## config.mk

```make
export PLATFORM = sky130hd
export DESIGN_NAME = mdu_iterative
export DESIGN_NICKNAME = d
export VERILOG_FILES = /design/src/rtl/mdu_iterative.sv
export SDC_FILE = /design/constraint.sdc
export NUM_CORES = 1
export LEC_CHECK = 0
export CELL_PAD_IN_SITES_DETAIL_PLACEMENT = 0
export CELL_PAD_IN_SITES_GLOBAL_PLACEMENT = 1
export CORE_UTILIZATION = 35
export CTS_BUF_LIST = sky130_fd_sc_hd__clkbuf_4 sky130_fd_sc_hd__clkbuf_8 sky130_fd_sc_hd__clkbuf_16
export DETAILED_ROUTE_END_ITERATION = 7
export PLACE_DENSITY = 0.65
export SKIP_CTS_REPAIR_TIMING = 1
export SLEW_MARGIN = 20
export SYNTH_ARGS = -nofsm -noshare
export SYNTH_HDL_FRONTEND = slang
export SYNTH_SLANG_ARGS = --single-unit
```

## constraint.sdc

```tcl
create_clock -name clk -period 8.7 [get_ports clk]
set_clock_uncertainty 0.05 [all_clocks]
set_input_delay 0.87 -clock clk [delete_from_list [all_inputs] [get_ports clk]]
set_output_delay 0.87 -clock clk [all_outputs]
set_load 0.01 [all_outputs]
```

## src/rtl/mdu_iterative.sv

```systemverilog
// Multiply/divide unit with HI/LO: MULT/DIV in WIDTH+1 cycles (2 for fast multiply or divide by zero), MTHI/MTLO at once.
// busy holds off new requests; starts seen while busy are dropped, and cancel aborts without touching hi/lo.
module mdu_iterative #(
  parameter int WIDTH    = 32,
  parameter bit FAST_MUL = 1'b0
) (
  input  logic             clk,
  input  logic             rst,
  input  logic             start,
  input  logic [2:0]       op,
  input  logic [WIDTH-1:0] a,
  input  logic [WIDTH-1:0] b,
  input  logic             cancel,
  output logic             busy,
  output logic             done,
  output logic [WIDTH-1:0] hi,
  output logic [WIDTH-1:0] lo
);

  localparam int CW = $clog2(WIDTH);

  localparam logic [1:0] IDLE = 2'd0;
  localparam logic [1:0] CALC = 2'd1;
  localparam logic [1:0] FIX  = 2'd2;

  logic [1:0]         state;
  logic [CW-1:0]      cnt;
  logic               isDiv;
  logic               negLo;
  logic               negHi;
  logic               fixWait;
  logic [WIDTH-1:0]   opnd;
  logic [WIDTH-1:0]   accHi;
  logic [WIDTH-1:0]   accLo;

  logic               isMulOp;
  logic               isDivOp;
  logic               sgnOp;
  logic               shortcut;
  logic [WIDTH-1:0]   aAbs;
  logic [WIDTH-1:0]   bAbs;
  logic [WIDTH:0]     mulSum;
  logic [WIDTH:0]     divShift;
  logic [WIDTH-1:0]   divSub;
  logic               divGeq;
  logic [2*WIDTH-1:0] prod;
  logic [2*WIDTH-1:0] negProd;
  logic [WIDTH-1:0]   fixHi;
  logic [WIDTH-1:0]   fixLo;

  assign busy     = (state != IDLE);
  assign isMulOp  = (op == 3'd0) || (op == 3'd1);
  assign isDivOp  = (op == 3'd2) || (op == 3'd3);
  assign sgnOp    = (op == 3'd0) || (op == 3'd2);
  assign shortcut = isMulOp && FAST_MUL;
  assign aAbs     = (sgnOp && a[WIDTH-1]) ? (~a + 1'b1) : a;
  assign bAbs     = (sgnOp && b[WIDTH-1]) ? (~b + 1'b1) : b;

  // Shift-add multiply keeps the multiplier in accLo and retires one bit per cycle.
  assign mulSum   = {1'b0, accHi} + (accLo[0] ? {1'b0, opnd} : {(WIDTH+1){1'b0}});
  // Restoring divide: partial remainder in accHi, quotient shifts into accLo.
  assign divShift = {accHi, accLo[WIDTH-1]};
  assign divGeq   = (divShift >= {1'b0, opnd});
  assign divSub   = divShift[WIDTH-1:0] - opnd;
  assign prod     = {{WIDTH{1'b0}}, opnd} * {{WIDTH{1'b0}}, accLo};
  assign negProd  = ~{accHi, accLo} + 1'b1;

  always_comb begin
    fixHi = accHi;
    fixLo = accLo;
    if (isDiv) begin
      fixLo = negLo ? (~accLo + 1'b1) : accLo;
      fixHi = negHi ? (~accHi + 1'b1) : accHi;
    end else if (negLo) begin
      {fixHi, fixLo} = negProd;
    end
  end

  always_ff @(posedge clk or negedge rst) begin
    if (!rst) begin
      state   <= IDLE;
      cnt     <= '0;
      isDiv   <= 1'b0;
      negLo   <= 1'b0;
      negHi   <= 1'b0;
      fixWait <= 1'b0;
      opnd    <= '0;
      accHi   <= '0;
      accLo   <= '0;
      hi      <= '0;
      lo      <= '0;
      done    <= 1'b0;
    end else begin
      done <= 1'b0;
      case (state)
        IDLE: begin
          if (start) begin
            if (op == 3'd4) begin
              hi <= a;
            end else if (op == 3'd5) begin
              lo <= a;
            end else if (isMulOp || isDivOp) begin
              cnt   <= '0;
              isDiv <= isDivOp;
              if (isDivOp && (b == '0)) begin
                opnd    <= bAbs;
                accHi   <= a;
                accLo   <= '1;
                negLo   <= 1'b0;
                negHi   <= 1'b0;
                fixWait <= 1'b1;
                state   <= FIX;
              end else begin
                opnd    <= isDivOp ? bAbs : aAbs;
                accLo   <= isDivOp ? aAbs : bAbs;
                accHi   <= '0;
                negLo   <= sgnOp && (a[WIDTH-1] ^ b[WIDTH-1]);
                negHi   <= sgnOp && isDivOp && a[WIDTH-1];
                fixWait <= shortcut;
                state   <= shortcut ? FIX : CALC;
              end
            end
          end
        end
        CALC: begin
          if (cancel) begin
            state <= IDLE;
          end else begin
            if (isDiv) begin
              accHi <= divGeq ? divSub : divShift[WIDTH-1:0];
              accLo <= {accLo[WIDTH-2:0], divGeq};
            end else begin
              accHi <= mulSum[WIDTH:1];
              accLo <= {mulSum[0], accLo[WIDTH-1:1]};
            end
            cnt <= cnt + 1'b1;
            if (cnt == CW'(WIDTH-1)) state <= FIX;
          end
        end
        FIX: begin
          if (cancel) begin
            state <= IDLE;
          end else if (fixWait) begin
            // Shortcut ops spend one extra FIX cycle; the fast product is registered here.
            fixWait <= 1'b0;
            if (!isDiv && FAST_MUL) {accHi, accLo} <= prod;
          end else begin
            hi    <= fixHi;
            lo    <= fixLo;
            done  <= 1'b1;
            state <= IDLE;
          end
        end
        default: state <= IDLE;
      endcase
    end
  end

endmodule

```

==> impl_metrics.yaml <==
detailed_routing:
  vias_per_cell: 5.97
  drcViolationCount: 0
  dr.first_iter.drc_count: 1439
  drt-total-wl_mm: 68.3
  wl_per_cell_um: 25.8
  final_antenna_net_count: 0
  dr.pass1.iters: 5
  vias: 15798
timing:
  relSlewSlack_pct: 29.0
  setup_viol: 0
  tns_ps: 0
  slew_violations: 0
  min_period_ps: 4700
  worst_slew_pin_slew_ps: 1070
  timing.final.crit_share_pct: 54.0
  hold_slack_ps: 243
  max_freq_ghz: 0.213
  rsz0062_at_grt: "no"
  hold_viol_final: 0
die:
  core_area_mm2: 0.0432
  std_cell_rows: 76
  fp.dieH_um: 211
  start_util_pct: 35.6
  die_area_mm2: 0.0447
  num_io_pins: 137
  dieWidth_um: 211
pwr:
  pwr-share-seq_pct: 27.8
  p_total_mw: 5.09
  leakage_nw: 7.50
  p_int_mw: 2.61
  power.density_mw_per_mm2: 286
  sw_frac_of_total_pct: 48.7
  peakVddDrop_uv: 154
  switchingPower_mw: 2.48
  pwr-share-comb_pct: 56.2
  clockPowerShare_pct: 16.0
synthesis:
  synth_largest_area_cell: "dfrtp_1"
  synth_top_flop_cell: "dfrtp_1"
  syn_area_mm2: 0.0154
  synthArstFlopShare_pct: 100
  ys_warn_count: 0
  synth_most_common_cell: "a21oi_1"
  ys_seq_area_share_pct: 28.0
  synth-edff-count: 0
  synth_top_area_share_pct: 28.0
  synth.avg_cell_area_um2: 7.70
  netlist_instances: 1993
  synth_fp_nets: 2136
  synth_area_leaders: "dfrtp_1, a21oi_1, o21ai_0, ha_1, xor2_1"
  ys_seq_elements: 172
  synth_cell_types: 79
  synth_common_cells: "a21oi_1, nand2_1, nor2_1"
cells_and_area:
  fin_cells: 2645
  num_antenna_cells: 0
  drive_gt1_share_pct: 4.95
  fin_nets: 2193
  syn2layout_area_growth_pct: 15.6
setup_path:
  setup.worst_path.class: "reg2reg"
  cp_max_fo: 20
  required_ps: 9010
  crit_path_end_kind: "flop"
  arrival_ps: 5010
  startpoint_type: "flop"
clock_network:
  cts_max_level: 4
  numCtsBuffers: 17
  root_buffer: "clkbuf_16"
  clock_path_buffers: 2
  clk_pin_slew_worst_paths_ps: 70
  worstSkewPairLatency_ps: 500
  cts_sinks: 172
  cts_tree: "done"
grt:
  grt_max_degree: 70
  grt_first_pass_wirelength_mm: 101
  grt_use_total_pct: 31.0
  grt-ovfl-total: 0
  antenna_found_initial: 0
  grt_pass1_vias: 15121
place:
  dp.cells: 2616
  dp_hpwl_mm: 51.8
  gp_congestion: 0.936
  port_buffers: 136
outcome:
  outcome: "finished, final reports clean"
run:
  cap_violations: 0
min_path:
  hold_class: "in2async"
path summary, 6_finish.rpt:
| check | startpoint | end | slack, ps | cells past startpoint |
|---|---|---|---|---|
| worst max-delay path | accLo[0] | accHi[24] | 4000 | 11 |
| worst min-delay path | rst | hi[13] | 240 | 1 |
| worst max register to register | accLo[0] | accHi[24] | 4000 | 11 |
| worst min register to register | lo[27] | lo[27] | 430 | 2 |
| max in group asynchronous | rst | isDiv | 6970 | 2 |
| min in group clk | lo[27] | lo[27] | 430 | 2 |
layer usage:
metal	GRT usage, %	share of wire (%)
met5	0	0
met4	13.4	4.0
met3	6.38	7.1
met2	49.1	46
met1	40.6	43
worst max-delay path, stage by stage, from the launching register on:
cell and delay (ps):
dfrtp_1 500, inv_1 680, nor2_1 130, ha_1 380
a2111oi_0 530, o21ai_0 300, a311oi_1 530, o21ai_0 320
a221oi_1 450, xnor2_1 210, a222oi_1 330, o21ai_0 130
through the flow:
stage | utilization (%) | setup WS (ps) | cell area [um^2]
2_1_floorplan | - | 5310 | 15400
3_3_place_gp | 39.8 | 4160 | 17200
3_5_place_dp | 39.8 | 4200 | 17200
4_1_cts | 41.1 | 4170 | 17800
5_1_grt | 41.1 | 3420 | 17800
6_report | 41.1 | 4000 | 17800
power by group through the flow:
stage | logic (mW) | clock network, mW | registers (mW)
2_1_floorplan | 1.93 | 0 | 1.25
3_3_place_gp | 2.83 | 0 | 1.40
3_5_place_dp | 2.82 | 0 | 1.41
4_1_cts | 2.84 | 0.825 | 1.39
5_1_grt | 3.13 | 0.852 | 1.44
6_report | 2.86 | 0.813 | 1.41
state kept, by name (all words and copies together), names as in the netlist:
register / cells
cnt: 5
done: 1
negHi: 1
isDiv: 1
accLo: 32
opnd: 32
lo: 32
state: 2
accHi: 32
hi: 32
fixWait: 1
negLo: 1
cell usage in the layout (no fill, tap or decap), types with 17 or more instances in the layout:
| master | netlist | routed |
|---|---|---|
| o31ai_1 | 50 | 50 |
| dfrtp_1 | 172 | 171 |
| nand3_1 | 28 | 28 |
| a211oi_1 | 23 | 23 |
| xor2_1 | 93 | 93 |
| nor2_1 | 207 | 206 |
| or3_1 | 22 | 22 |
| inv_1 | 61 | 61 |
| clkdlybuf4s50_1 | 0 | 134 |
| nor3_1 | 33 | 33 |
| ha_1 | 70 | 70 |
| mux2i_1 | 41 | 41 |
| o21ai_0 | 181 | 181 |
| clkbuf_16 | 0 | 17 |
| a21oi_1 | 224 | 224 |
| xnor2_1 | 78 | 78 |
| and3_1 | 22 | 22 |
| nand2_1 | 212 | 212 |
| a21o_1 | 55 | 55 |
| buf_4 | 5 | 28 |
| o211ai_1 | 24 | 24 |
| a31oi_1 | 23 | 23 |
logic make-up after synthesis:
kind of cell	Yosys count	synth area share (%)
AOI/OAI and AO/OA	707	28.7
and+or+nand+nor	635	19.4
buffers and inverters	187	4.92
DFF	172	28.0
xor gates and xnor gates	171	9.75
adders and majority gates	72	5.97
muxes	49	3.26
cell type report:
class                      instances  area [um^2]
fill                            4594        25400
multi-input combinational       1634        10300
sequential                       172         4310
timing repair buffer             164         1570
tap                              585          732
clock buffer                      23          489
inverter                          61          229
clock inverter                     6         88.8
Power figures use the tool's default switching activity.
